===== config.mk =====
export PLATFORM = sky130hd
export DESIGN_NAME = data_fifo
export DESIGN_NICKNAME = d
export VERILOG_FILES = /design/src/rtl/data_fifo.sv
export SDC_FILE = /design/constraint.sdc
export NUM_CORES = 1
export LEC_CHECK = 0
export BUFFER_PORTS_ARGS = -buffer_cell sky130_fd_sc_hd__clkbuf_2
export CORE_UTILIZATION = 60
export CTS_CLUSTER_SIZE = 30
export DETAILED_ROUTE_END_ITERATION = 8
export PLACE_DENSITY = 0.89
export SYNTH_ARGS = -nofsm -noshare
export SYNTH_HDL_FRONTEND = slang
export SYNTH_SLANG_ARGS = --single-unit

===== constraint.sdc =====
create_clock -name iClock -period 6.2 [get_ports iClock]
set_input_delay 0.62 -clock iClock [delete_from_list [all_inputs] [get_ports iClock]]
set_output_delay 0.62 -clock iClock [all_outputs]
set_load 0.05 [all_outputs]

===== src/rtl/data_fifo.sv =====
// data_fifo: single-clock word buffer between the DMA/register side and the SD data path.
// Latency: a pop is answered with a registered word one cycle later. There is no fall-through.
// Backpressure: a push is dropped when full unless a pop is accepted in the same cycle. A pop is dropped when empty.
//
// Ports:
//   iClock, iReset      clock and asynchronous active-high reset
//   iWriteRead          1 = host->card, 0 = card->host; selects the oFIFO_ok rule
//   iFlush              synchronous clear of contents, read word and error flags
//   iPush, iPush_data   write request and word
//   iPop, oPop_data     read request and registered read word
//   oFull, oEmpty       count == DEPTH, count == 0
//   oCount              stored words, 0..DEPTH
//   oFIFO_ok            a full block can be serviced in the current direction
//   oOverflow           sticky error flag, present only with DATA_FIFO_ERR_EN
//   oUnderflow          sticky error flag, present only with DATA_FIFO_ERR_EN
// Optional feature: define DATA_FIFO_ERR_EN to build the sticky error flags.
// Without it, both flags are tied to 0.
module data_fifo #(
  parameter int DATA_WIDTH  = 32,
  parameter int ADDR_WIDTH  = 4,
  parameter int BLOCK_WORDS = 4
) (
  input  logic                  iClock,
  input  logic                  iReset,
  input  logic                  iWriteRead,
  input  logic                  iFlush,
  input  logic                  iPush,
  input  logic [DATA_WIDTH-1:0] iPush_data,
  input  logic                  iPop,
  output logic [DATA_WIDTH-1:0] oPop_data,
  output logic                  oFull,
  output logic                  oEmpty,
  output logic [ADDR_WIDTH:0]   oCount,
  output logic                  oFIFO_ok,
  output logic                  oOverflow,
  output logic                  oUnderflow
);

  localparam int                DEPTH   = 1 << ADDR_WIDTH;
  localparam logic [ADDR_WIDTH:0] DEPTH_C = (ADDR_WIDTH+1)'(DEPTH);
  localparam logic [ADDR_WIDTH:0] BLOCK_C = (ADDR_WIDTH+1)'(BLOCK_WORDS);

  logic [DATA_WIDTH-1:0] mem_q [DEPTH];
  logic [ADDR_WIDTH-1:0] wptr_q, wptr_d;
  logic [ADDR_WIDTH-1:0] rptr_q, rptr_d;
  logic [ADDR_WIDTH:0]   count_q, count_d;
  logic [DATA_WIDTH-1:0] pop_data_q, pop_data_d;
  logic [ADDR_WIDTH:0]   space;
  logic                  full, empty, push_acc, pop_acc;

  assign full  = (count_q == DEPTH_C);
  assign empty = (count_q == '0);

  // Push and pop together while full is a pass-through that keeps count at DEPTH.
  // The read takes the old mem[rptr] even though wptr == rptr.
  assign push_acc = iPush & (~full | iPop);
  assign pop_acc  = iPop & ~empty;

  always_comb begin
    wptr_d     = wptr_q;
    rptr_d     = rptr_q;
    count_d    = count_q;
    pop_data_d = pop_data_q;
    if (iFlush) begin
      wptr_d     = '0;
      rptr_d     = '0;
      count_d    = '0;
      pop_data_d = '0;
    end else begin
      if (push_acc) wptr_d = wptr_q + 1'b1;
      if (pop_acc) begin
        rptr_d     = rptr_q + 1'b1;
        pop_data_d = mem_q[rptr_q];
      end
      count_d = count_q + {{ADDR_WIDTH{1'b0}}, push_acc} - {{ADDR_WIDTH{1'b0}}, pop_acc};
    end
  end

  always_ff @(posedge iClock or posedge iReset) begin
    if (iReset) begin
      wptr_q     <= '0;
      rptr_q     <= '0;
      count_q    <= '0;
      pop_data_q <= '0;
    end else begin
      wptr_q     <= wptr_d;
      rptr_q     <= rptr_d;
      count_q    <= count_d;
      pop_data_q <= pop_data_d;
    end
  end

  // The storage array is not reset. Its words become unreachable once the pointers and count clear.
  always_ff @(posedge iClock) begin
    if (push_acc && !iFlush) mem_q[wptr_q] <= iPush_data;
  end

  assign oPop_data = pop_data_q;
  assign oFull     = full;
  assign oEmpty    = empty;
  assign oCount    = count_q;

  // count never exceeds DEPTH, so this subtraction cannot wrap.
  assign space    = DEPTH_C - count_q;
  assign oFIFO_ok = iWriteRead ? (count_q >= BLOCK_C) : (space >= BLOCK_C);

`ifdef DATA_FIFO_ERR_EN
  logic ovf_q, ovf_d, unf_q, unf_d;

  always_comb begin
    ovf_d = ovf_q;
    unf_d = unf_q;
    if (iFlush) begin
      ovf_d = 1'b0;
      unf_d = 1'b0;
    end else begin
      if (iPush && full && !iPop) ovf_d = 1'b1;
      if (iPop && empty)          unf_d = 1'b1;
    end
  end

  always_ff @(posedge iClock or posedge iReset) begin
    if (iReset) begin
      ovf_q <= 1'b0;
      unf_q <= 1'b0;
    end else begin
      ovf_q <= ovf_d;
      unf_q <= unf_d;
    end
  end

  assign oOverflow  = ovf_q;
  assign oUnderflow = unf_q;
`else
  assign oOverflow  = 1'b0;
  assign oUnderflow = 1'b0;
`endif

endmodule


# After elaboration in Yosys (flattened, before gate mapping)
# Memory sizes are Yosys's and may differ from the RTL's.
# Index checks and enable logic that the tools add are counted.
[word_totals] reg_bits=45 ramBits=512 out_inout_bits=42 word_cells=33 memories=1
[mem_list] memory="mem_q" depth=16 word_bits=32 read_ports=1 rd_ports_with_merged_regs=0 wr=1 line_no="43" source="logic [DATA_WIDTH-1:0] mem_q [DEPTH];"
[op_classes] add_sub_neg=5 n_lt_le_gt_ge=2 eq_ne=1 n_mux=10 n_bitwise=5 n_reduce_logical=5
[ops] op="32-bit two-way mux" n=2
[ops] op="4-bit two-way mux" n=4
[ops] op="5-bit by 3-bit greater-or-equal comparator with 1-bit output, second input constant" n=2
[ops] op="4-bit by 1-bit adder with 4-bit output, second input constant" n=2
[ops] op="5-bit by 1-bit adder with 5-bit output" n=1
[ops] op="5-bit == test, second input constant" n=1
[ops] op="5-bit logical NOT" n=1
[ops] op="5-bit two-way mux" n=1
[ops] op="5-bit by 1-bit subtractor with 5-bit output" n=1
[ops] op="5-bit subtractor, first input constant" n=1
[ops] op="2-bit nonzero test" n=2
[ops] op="1-bit two-way mux" n=3
[ops] op="1-bit bitwise AND" n=2
[ops] op="1-bit inverter" n=2
[ops] op="1-bit logical AND" n=1
[ops] op="1-bit logical NOT" n=1
[ops] op="1-bit bitwise OR" n=1

# Logic depth before layout (Yosys ltp)
# Gate-level depths: netlist (run 1).
[depth] word_depth=7 depth_mapped=15 depth_no_buf=15

# Worst setup path before layout (run 1)
# Ideal clock, no wire load.
[synth_timing] path_kind="flip-flop to flip-flop" start="register count_q[2] (netlist: oCount[2])" end="register count_q[4] (netlist: oCount[4])" setup_ps=132 arrival_time_ps=3570 slack_ps=2498 path_stages_with_launch=16 n_path_buf=0 path_cell_list="dfrtp_1 > inv_1 > ha_1 > nor3b_1 > ha_1 > inv_1 > o21ai_1 > ha_1 > inv_1 > ha_1 > inv_1 > fa_1 > o21bai_1 > a21oi_1 > xnor2_1 > nor2_1"
[synth_via] elab_chain_cells=7
[synth_rtl] element="start, declared" line_no="46" source="logic [ADDR_WIDTH:0] count_q, count_d;"
[synth_rtl] element="start signal, assigned" line_no="88" source="count_q <= count_d;"
[synth_rtl] element="5-bit == test" line_no="51" source="assign full = (count_q == DEPTH_C);"
[synth_rtl] element="net oFull" line_no="31" source="output logic oFull,"
[synth_rtl] element="1-bit inverter" line_no="56" source="assign push_acc = iPush & (~full | iPop);"
[synth_rtl] element="1-bit bitwise OR" line_no="56"
[synth_rtl] element="1-bit bitwise AND" line_no="56"
[synth_rtl] element="5-bit by 1-bit adder with 5-bit output" line_no="75" source="count_d = count_q + {{ADDR_WIDTH{1'b0}}, push_acc} - {{ADDR_WIDTH{1'b0}}, pop_acc};"
[synth_rtl] element="5-bit by 1-bit subtractor with 5-bit output" line_no="75"
[synth_rtl] element="5-bit two-way mux" line_no="64" source="if (iFlush) begin"
[synth_rtl] element="net count_d[4]" line_no="46"
# The timed path passes the listed nets, and every way through them passes these cells.
# A chain may end at the register's enable or synchronous reset.

# Worst setup path in the final report (run 1)
[layout_timing] start="register count_q[2] (netlist: oCount[2])" end="memory mem_q[14][11] (enable)"
[layout_via] elab_chain_cells=7
[layout_rtl] element="5-bit == test" line_no="51"
[layout_rtl] element="1-bit inverter" line_no="56"
[layout_rtl] element="1-bit bitwise OR" line_no="56"
[layout_rtl] element="1-bit bitwise AND" line_no="56"
[layout_rtl] element="1-bit logical AND" line_no="95" source="if (push_acc && !iFlush) mem_q[wptr_q] <= iPush_data;"
[layout_rtl] element="1-bit two-way mux" line_no="95"
[layout_rtl] element="1-bit two-way mux (implied by the code)" line_no="95"
[layout_rtl] element="end, declared" line_no="43"
# No other way between the ends.

==> impl_metrics.toml, run 1 <==
[run_status]
status = "finished, final reports clean"

[sta]
finalMaxSlewViolations = 0
slew_headroom_pct = 19.10
fin_crit_sh_pct = 57.04
fmax_ghz = 0.2828
rsz0062_at_grt = "false"
fin_setup_tns_ns = 0
finClkSkew_ns = 0.01643
finalHoldViolCount = 0
timing.hold.ws_ns = 0.2852
worst_pin_slew_ns = 1.214
setup_viol = 0
setup_ws_ns = 2.664
min_period_ns = 3.536

[die]
coreArea_sq_um = 35480
chipWidth_microns = 191.5
rows = 69
dieHeight_microns = 191.5
dieArea_sq_um = 36660
start_util_pct = 60.70
ios = 80

[power_and_ir_drop]
power_mw = 8.994
irDropWorstVdd_mv = 0.2832
powerDensity_nw_per_um2 = 374.5
p_leak_nw = 7.892

[detailed_routing]
viasPerCell = 6.611
drtIter0Drc = 1195
drtAntennaViolNets = 0
num_vias = 10750
dr.pass1.iters = 5
avgRoutedWirePerCell_microns = 29.21
drt-total-wl_microns = 47490
remaining_drc_errors = 0

[logic_synthesis]
synth-seq-area-share_pct = 76.61
ys_seq_elements = 557
yosys_warnings = 0
synthesis.instances = 1039
yosys-top-cells-area = "edfxtp_1 (71%), mux4_2 (10%), dfrtp_1 (5.2%), mux2i_1 (4.4%), o211ai_1 (1.2%)"
avgSynthCellArea_sq_um = 20.73
netlist_area_sq_um = 21540
yosysMostFrequentCell = "edfxtp_1"
ys_top_cells_by_count = "edfxtp_1 (512), mux4_2 (97), mux2i_1 (95)"
synthArstFlopShare_pct = 8.079
synth_edf_count = 512
yosysTopAreaCell = "edfxtp_1"
synthFlopType = "edfxtp_1"
yosys.area.top_type_share_pct = 71.38
synth_cell_types = 37

[place]
hpwl_microns = 23860
portBuffers = 77
placed_cells = 1530
dp_slack_ns = 2.765
placed_cell_area_sq_um = 22350
gp_congestion = 0.7955

[critical_path]
critPathLaunchType = "flop"
r2r-end = "mem_q[14][11]"
cp_data_arrival_time_ns = 3.70
worst-path-stages = 8
max_stage_delay_ns = 1.07
crit_path_end = "mem_q[14][11]"
crit_family = "simple AND/OR/NAND/NOR gates"
critical_path_required_ns = 6.37
startpoint = "oCount[2]"
reg2reg_from = "oCount[2]"
endpoint_kind = "flop"
worst-path-max-fanout = 32
rrSetupSlack_ns = 2.66
cp_slowest_cell = "and2_2"
critPathKind = "flop to flop"
path_cells = "inv_1 > ha_1 > nor3b_1 > ha_1 > inv_1 > o21ai_1 > nor4b_1 > and2_2"
ff2ff_path_depth = 8
cp_num_buf_inv = 2

[finish]
fin_cells = 1626
area_delta_synth_final_pct = 11.52
drive_gt1_share_pct = 25.84
diodes = 0
design_area_sq_um = 24020
nets = 1177
final_util_pct = 67.69

[cts]
post_cts_resized = 0
clock-sinks = 557
htreeDepth = 2
clockBufferDepth = 3
post_cts_buffers = 0
cts_buffers = 52
root_buffer = "clkbuf_16"
clk_transition_reported_paths_ns = 0.06
clk_latency_ns = 0.56
cts_tree = "done"
hold_buffers = 0

[global_routing]
antenna_found_initial = 0
grt_overflow = 0
grt_pass1_vias = 11220
grt_pass1_wl_microns = 70200
gr-usage-all-layers_pct = 26.75
grt_start_max_net_pins = 52

[worst_hold_path]
holdCritPathClass = "primary input to async pin"

[job]
max-cap-violations = 0
-- sequential cells by signal, summed over array words and instances (netlist names) --
register,flops
mem_q,512
oPop_data,32
oCount,5
rptr_q,4
wptr_q,4
-- per-layer routing --
metal	track usage (%)	routed length, microns	vias up
li1	-	-	4425
met3	4.076	4109	97
met5	0	0	-
met2	45.29	24580	663
met4	8.547	1200	0
met1	36.12	17600	5565
-- logic make-up (layout without fill, tap and decap cells) --
| kind of cell | Yosys count | in the layout | share of synthesized area [%] |
|---|---|---|---|
| flip-flops | 557 | 557 | 76.61 |
| multiplexers | 192 | 192 | 14.56 |
| AO/OA/AOI/OAI | 107 | 107 | 3.886 |
| AND/OR/NAND/NOR | 81 | 81 | 1.882 |
| buffers and inverters | 75 | 200 | 1.673 |
| adder cells (fa/ha/maj) | 16 | 16 | 0.9643 |
| XOR/XNOR | 10 | 10 | 0.4067 |
| other | 1 | 2 | 0.01741 |
-- tightest hold or removal path, delay by kind of cell --
family,cells,cell delay [ns]
buf+inv,3,0.74
-- how the worst min path moves through the flow --
stage,startpoint,end,slack [ns],cells past startpoint
4_1_cts,iReset,oPop_data[28],0.30,3
5_1_grt,iReset,oPop_data[28],0.33,3
2_1_floorplan,rptr_q[3],rptr_q[3],0.52,2
3_5_place_dp,oPop_data[28],oPop_data[28],0.50,2
6_report,iReset,oPop_data[25],0.29,3
3_3_place_gp,oPop_data[28],oPop_data[28],0.50,2
-- where the power goes --
part           leakage [nW]  switching (mW)  internal [mW]  total (mW)
Clock                 0.828            1.33           1.78        3.11
Sequential             5.21           0.128           4.23        4.36
Combinational          1.85           0.984          0.545        1.53
-- cell usage in the layout, fill, tap and decap left out, types with 6 or more instances in the layout --
| cell type | n |
|---|---|
| edfxtp_1 | 512 |
| mux4_2 | 97 |
| mux2i_1 | 95 |
| clkbuf_2 | 77 |
| clkbuf_16 | 54 |
| dfrtp_1 | 42 |
| nand2_1 | 36 |
| o211ai_1 | 33 |
| and2_2 | 17 |
| o21ai_1 | 17 |
| a221oi_1 | 17 |
| o21ai_0 | 15 |
| ha_1 | 15 |
| a221oi_2 | 14 |
| inv_1 | 14 |
| clkbuf_1 | 14 |
| nor2_1 | 12 |
| clkinv_2 | 12 |
| buf_4 | 10 |
| xnor2_1 | 7 |
| clkinv_1 | 6 |
-- layout make-up --
cell class | instances | area (sq um)
Sequential cell | 557 | 16510
Fill cell | 2095 | 11460
Multi-Input combinational cell | 408 | 4722
Clock buffer | 73 | 1473
Tap cell | 461 | 576.8
Timing Repair Buffer | 88 | 480.5
Clock inverter | 23 | 197.7
Inverter | 16 | 60.06
No activity file was read; power rests on OpenSTA's default activity.
==> run 2, diff against run 1 <==
--- a/config.mk
+++ b/config.mk
@@ -6,10 +6,10 @@
 export NUM_CORES = 1
 export LEC_CHECK = 0
 export BUFFER_PORTS_ARGS = -buffer_cell sky130_fd_sc_hd__clkbuf_2
-export CORE_UTILIZATION = 60
+export CORE_UTILIZATION = 55
 export CTS_CLUSTER_SIZE = 30
 export DETAILED_ROUTE_END_ITERATION = 8
-export PLACE_DENSITY = 0.89
+export PLACE_DENSITY = 0.86
 export SYNTH_ARGS = -nofsm -noshare
 export SYNTH_HDL_FRONTEND = slang
 export SYNTH_SLANG_ARGS = --single-unit
==> constraint.sdc (replaced) <==
create_clock -name iClock -period 3.1 [get_ports iClock]
set_input_delay 0.31 -clock iClock [delete_from_list [all_inputs] [get_ports iClock]]
set_output_delay 0.31 -clock iClock [all_outputs]
set_load 0.05 [all_outputs]
==> run 2 against run 1 <==
  * Clock-buffer cell count decreased by 3
  * Worst setup slack got worse by 2.5 ns
  * Register-to-register slack got worse by 2.5 ns
  * Global-route usage is 2.6 points lower
  * Routed wire length fell by 1.6%
  * Sequential share of layout area is 1.6 points lower
  * Cell count grew 5.5%
  * Clock power rose by 98%
  * Via count decreased by 0.10%
  * Worst hold slack worse by 0.15 ns
  * Critical path type unchanged
  * Critical endpoint is now oCount[4]
==> impl_metrics.toml, run 2 (synthesized netlist as in run 1, its figures left out) <==
[run_status]
status = "finished, final reports clean"

[cts]
clockBufferDepth = 3
root_buffer = "clkbuf_16"
htreeDepth = 2
cts_tree = "done"
clock-sinks = 557
clk_latency_ns = 0.57
post_cts_buffers = 0
clk_transition_reported_paths_ns = 0.06
cts_buffers = 52

[power_and_ir_drop]
power.share.clock_pct = 34.1
p_switching_mw = 4.918
pwr-share-comb_pct = 17.7
p_sw_share_pct = 27.23
power_mw = 18.06
powerDensity_nw_per_um2 = 734.3
p_leak_nw = 8.101
p_seq_share_pct = 48.2
p_int_mw = 13.15
irDropWorstVdd_mv = 0.4294

[detailed_routing]
dr_wl_met3_microns = 3881
met2_length_microns = 24390
drt-total-wl_microns = 46720
avgRoutedWirePerCell_microns = 27.24
viasPerCell = 6.262
drtAntennaViolNets = 0
dr.pass1.iters = 5
top_layer = "met5"
drtIter0Drc = 1185
wl_met1_microns = 17240
remaining_drc_errors = 0
num_vias = 10740

[critical_path]
startpoint = "oCount[2]"
worst-path-max-fanout = 6
cp_slowest_cell = "dfrtp_2"
crit_family = "adder cells"
endpoint_kind = "flop"
path_cells = "inv_2 > ha_1 > nor3b_4 > ha_2 > inv_1 > o21ai_4 > ha_1 > inv_1 > ha_1 > inv_1 > fa_1 > o21bai_1 > a21oi_1 > xnor2_1 > nor2_1"
worst-path-stages = 15
max_stage_delay_ns = 0.45
critPathKind = "flop to flop"
reg2reg_from = "oCount[2]"
ff2ff_path_depth = 15
cp_num_buf_inv = 4
critical_path_required_ns = 3.54
critPathLaunchType = "flop"
crit_path_end = "oCount[4]"
rrSetupSlack_ns = 0.20
cp_data_arrival_time_ns = 3.33
r2r-end = "oCount[4]"

[global_routing]
grt_pass1_vias = 11360
grt_pass1_wl_microns = 69330
grt_overflow = 0
grt_start_max_net_pins = 66
gr-usage-all-layers_pct = 24.19
antenna_found_initial = 2

[place]
gp_congestion = 0.7702
portBuffers = 77
hpwl_microns = 24890

[job]
max-cap-violations = 0

[sta]
rsz0062_at_grt = "false"
min_period_ns = 2.899
fin_crit_sh_pct = 93.50
finalMaxSlewViolations = 0
finalHoldViolCount = 0
fin_setup_tns_ns = 0
finClkSkew_ns = 0.01543
setup_viol = 0
worst_pin_slew_ns = 0.8007
slew_headroom_pct = 46.62
fmax_ghz = 0.3450

[die]
ios = 80
dieArea_sq_um = 39960
chipWidth_microns = 199.9
rows = 72
start_util_pct = 55.73
dieHeight_microns = 199.9
coreArea_sq_um = 38650

[finish]
mostFrequentLayoutCell = "edfxtp_1"
nets = 1207
largest_reg_flops = 512
n_fill_cell = 2426
regArea_sq_um = 16510
area_delta_synth_final_pct = 14.21
regMostFlops = "mem_q"
mostFrequentLayoutCells = "edfxtp_1 (512), mux4_2 (97), mux2i_1 (95), clkbuf_2 (77), clkbuf_16 (53)"
drive_gt1_share_pct = 28.26
multi_input_area_sq_um = 4750

[worst_hold_path]
holdCritPathClass = "primary input to flop"
[run 2: changes by cell type in the layout (fill, tap and decap cells not counted), moves of 2 or more]
cell	delta
clkbuf_8	-2
buf_4	+7
inv_2	+2
buf_12	+22
dfrtp_2	+2
inv_1	-2
ha_1	-2
inv_6	+3
dfrtp_1	-2
clkinv_4	+2
ha_2	+2
[run 2: cell type report]
| class | count | area share, % |
|---|---|---|
| antenna | 1 | 0.01017 |
| clock buffer | 70 | 5.773 |
| clock inverter | 27 | 0.9104 |
| inverter | 16 | 0.2441 |
| multi-input combinational | 408 | 19.31 |
| sequential | 557 | 67.12 |
| tap | 518 | 2.635 |
| timing repair buffer | 118 | 3.998 |
[run 2: power by group through the flow]
stage	sequential [mW]	clock (mW)	combinational [mW]
after floorplan	9.24	0	1.81
after global placement	8.83	0	3.10
after detailed placement	8.85	0	3.18
after CTS	8.70	6.20	3.21
after global routing	8.72	6.49	3.40
final	8.70	6.16	3.20
[run 2: how the worst min path moves through the flow]
stage / from / end / slack [ns] / cells past startpoint
floorplan: iPush_data[0] / mem_q[0][0] / 0.41 / 0
global placement: oPop_data[13] / oPop_data[13] / 0.49 / 2
CTS: iPush_data[16] / mem_q[3][16] / 0.12 / 1
detailed placement: oPop_data[0] / oPop_data[0] / 0.50 / 2
global route: iPush_data[16] / mem_q[3][16] / 0.15 / 1
finish: iPush_data[16] / mem_q[11][16] / 0.13 / 1
[run 2: metrics by stage]
step | area, sq um | std cells | hold slack (ns) | setup WS (ns) | utilization, %
after floorplan | 21570 | 1040 | 0.4089 | -0.09735 | -
after global placement | 22940 | 1616 | 0.4910 | 0.3058 | 59.35
after detailed placement | 22940 | 1616 | 0.5043 | 0.1614 | 59.35
after CTS | 24590 | 1714 | 0.1206 | 0.1299 | 63.63
after global routing | 24600 | 1715 | 0.1460 | 0.001056 | 63.65
final | 24600 | 1715 | 0.1303 | 0.2014 | 63.65
[run 2: timing repair]
| action | in CTS | in global routing |
|---|---|---|
| setup endpoints to repair | 0 | 1 |
| endpoints found under the hold margin | 45 | 0 |
| hold buffers | 1 | 0 |
| gates resized for setup | 0 | 3 |
[run 2: per-layer routing]
metal	global-route usage, %	vias to the layer above
li1	-	4484
met1	30.99	5565
met2	41.78	575
met3	4.923	113
met4	7.662	2
met5	0	-
==> run 3, diff against run 2 <==
--- a/config.mk
+++ b/config.mk
@@ -10,6 +10,7 @@
 export CTS_CLUSTER_SIZE = 30
 export DETAILED_ROUTE_END_ITERATION = 8
 export PLACE_DENSITY = 0.86
+export REMOVE_ABC_BUFFERS = 1
 export SYNTH_ARGS = -nofsm -noshare
 export SYNTH_HDL_FRONTEND = slang
 export SYNTH_SLANG_ARGS = --single-unit
==> run 3 against run 2 <==
  * Fmax fell by 2.2%
  * Sequential cell count unchanged
  * Worst hold slack got worse by 0.017 ns
  * Clock skew grew 0.016 ns
  * Combinational power decreased by 4%
  * Register-to-register slack worse by 0.07 ns
  * Non-clock buffer count up 10
  * Cell area up 0.39%
  * Critical path type unchanged
  * Largest power group unchanged
  * Highest routed layer unchanged
==> impl_metrics.toml, run 3 (synthesized netlist as in run 1, its figures left out) <==
[critical_path]
critPathLaunchType = "flop"
critical_path_required_ns = 3.35
path_cells = "inv_1 > ha_1 > nor3b_2 > ha_1 > inv_1 > o21ai_1 > buf_4 > nor4b_1 > and2_2 > buf_4"
ff2ff_path_depth = 10
critPathKind = "flop to flop"
max_stage_delay_ns = 0.60
worst-path-max-fanout = 17
crit_family = "simple AND/OR/NAND/NOR gates"
cp_num_buf_inv = 4
endpoint_kind = "flop"
cp_slowest_cell = "nor4b_1"
cp_data_arrival_time_ns = 3.21
worst-path-stages = 10

[place]
hpwl_microns = 25390
portBuffers = 77
placed_cells = 1626
gp_congestion = 0.7667

[detailed_routing]
remaining_drc_errors = 0
avgRoutedWirePerCell_microns = 27.64
drt-total-wl_microns = 47680
dr.pass1.iters = 5
drtAntennaViolNets = 0
num_vias = 10750
viasPerCell = 6.231
drtIter0Drc = 1030

[finish]
fin_cells = 1725
final_util_pct = 63.90
nets = 1218
area_delta_synth_final_pct = 14.66
largest_reg_flops = 512
drive_gt1_share_pct = 28.30
regMostFlops = "mem_q"
mostFrequentLayoutCells = "edfxtp_1 (512), mux4_2 (97), mux2i_1 (95), clkbuf_2 (77), clkbuf_16 (54)"
n_fill_cell = 2388
multi_input_area_sq_um = 4735
regArea_sq_um = 16510
mostFrequentLayoutCell = "edfxtp_1"

[sta]
fin_crit_sh_pct = 95.64
setup_viol = 0
finClkSkew_ns = 0.03132
rsz0062_at_grt = "false"
timing.hold.ws_ns = 0.1128
worst_pin_slew_ns = 0.7430
slew_headroom_pct = 50.47
finalHoldViolCount = 0
fmax_ghz = 0.3373
finalMaxSlewViolations = 0
min_period_ns = 2.965

[cts]
htreeDepth = 2
cts_tree = "done"
root_buffer = "clkbuf_16"
clock-sinks = 557
clk_latency_ns = 0.61
clockBufferDepth = 3
clk_transition_reported_paths_ns = 0.07
cts_buffers = 53

[die]
rows = 72
coreArea_sq_um = 38650
dieArea_sq_um = 39960
chipWidth_microns = 199.9
dieHeight_microns = 199.9
ios = 80
start_util_pct = 55.73

[global_routing]
grt_pass1_vias = 11350
grt_start_max_net_pins = 62
gr-usage-all-layers_pct = 24.74
grt_pass1_wl_microns = 70590
antenna_found_initial = 3
grt_overflow = 0

[power_and_ir_drop]
irDropWorstVdd_mv = 0.5488
power_mw = 18.43
p_leak_nw = 8.175
powerDensity_nw_per_um2 = 746.5

[job]
max-cap-violations = 0

[run_status]
status = "finished, final reports clean"

[worst_hold_path]
holdCritPathClass = "primary input to flop"
hold_depth = 1
[run 3: cell count changes in the layout (fill, tap and decap cells not counted), moves of 3 or more]
| cell | delta |
|---|---|
| clkinv_1 | +4 |
| clkinv_4 | -3 |
| clkinvlp_4 | +4 |
| clkinv_2 | -8 |
| clkbuf_1 | -3 |
| buf_12 | -8 |
| bufinv_16 | +5 |
| buf_4 | +18 |
[run 3: repair_timing]
| action | 4_1_cts | 5_1_grt |
|---|---|---|
| resized for setup | 1 | 3 |
| endpoints found under the setup margin | 1 | 1 |
| hold buffers | 1 | 0 |
| setup buffers | 0 | 0 |
| hold endpoints to repair | 45 | 0 |
[run 3: final cells by class]
type / count / area share [%]
Antenna cell: 2 / 0.02027
Clock buffer: 67 / 5.750
Clock inverter: 29 / 1.459
Inverter: 16 / 0.2432
Multi-Input combinational cell: 408 / 19.17
Sequential cell: 557 / 66.85
Tap cell: 518 / 2.624
Timing Repair Buffer: 128 / 3.881
[run 3: where the power goes]
group,internal [mW],switching [mW],leakage [nW]
logic,1.17,1.90,2.11
clock network,3.91,2.73,0.851
registers,8.45,0.278,5.21
[run 3: path summary, 6_finish.rpt]
| path | from | endpoint | slack [ns] |
|---|---|---|---|
| max in group asynchronous | iReset | rptr_q[2] | 2.35 |
| min reg2reg | oPop_data[18] | oPop_data[18] | 0.49 |
| min in group asynchronous | iReset | oPop_data[27] | 0.32 |
| min | iPush_data[6] | mem_q[9][6] | 0.11 |
| max reg2reg | oCount[2] | mem_q[14][12] | 0.14 |
| max | oCount[2] | mem_q[14][12] | 0.14 |
[run 3: metrics by stage]
| stage | TNS, ns | worst slack, ns | instance area (sq um) |
|---|---|---|---|
| after floorplan | -309.35 | -2.227 | 21240 |
| after global placement | 0 | 0.05615 | 22890 |
| after detailed placement | -0.04326 | -0.04326 | 22890 |
| after CTS | 0 | 0.1222 | 24680 |
| after global routing | 0 | 0.01102 | 24700 |
| final | 0 | 0.1353 | 24700 |
[run 3: layer usage]
layer	track usage, %	share of wire [%]	up-vias
li1	-	-	4510
met1	31.79	37	5611
met2	42.93	53	531
met3	3.965	7.2	95
met4	8.906	2.5	2
met5	0	0.023	-
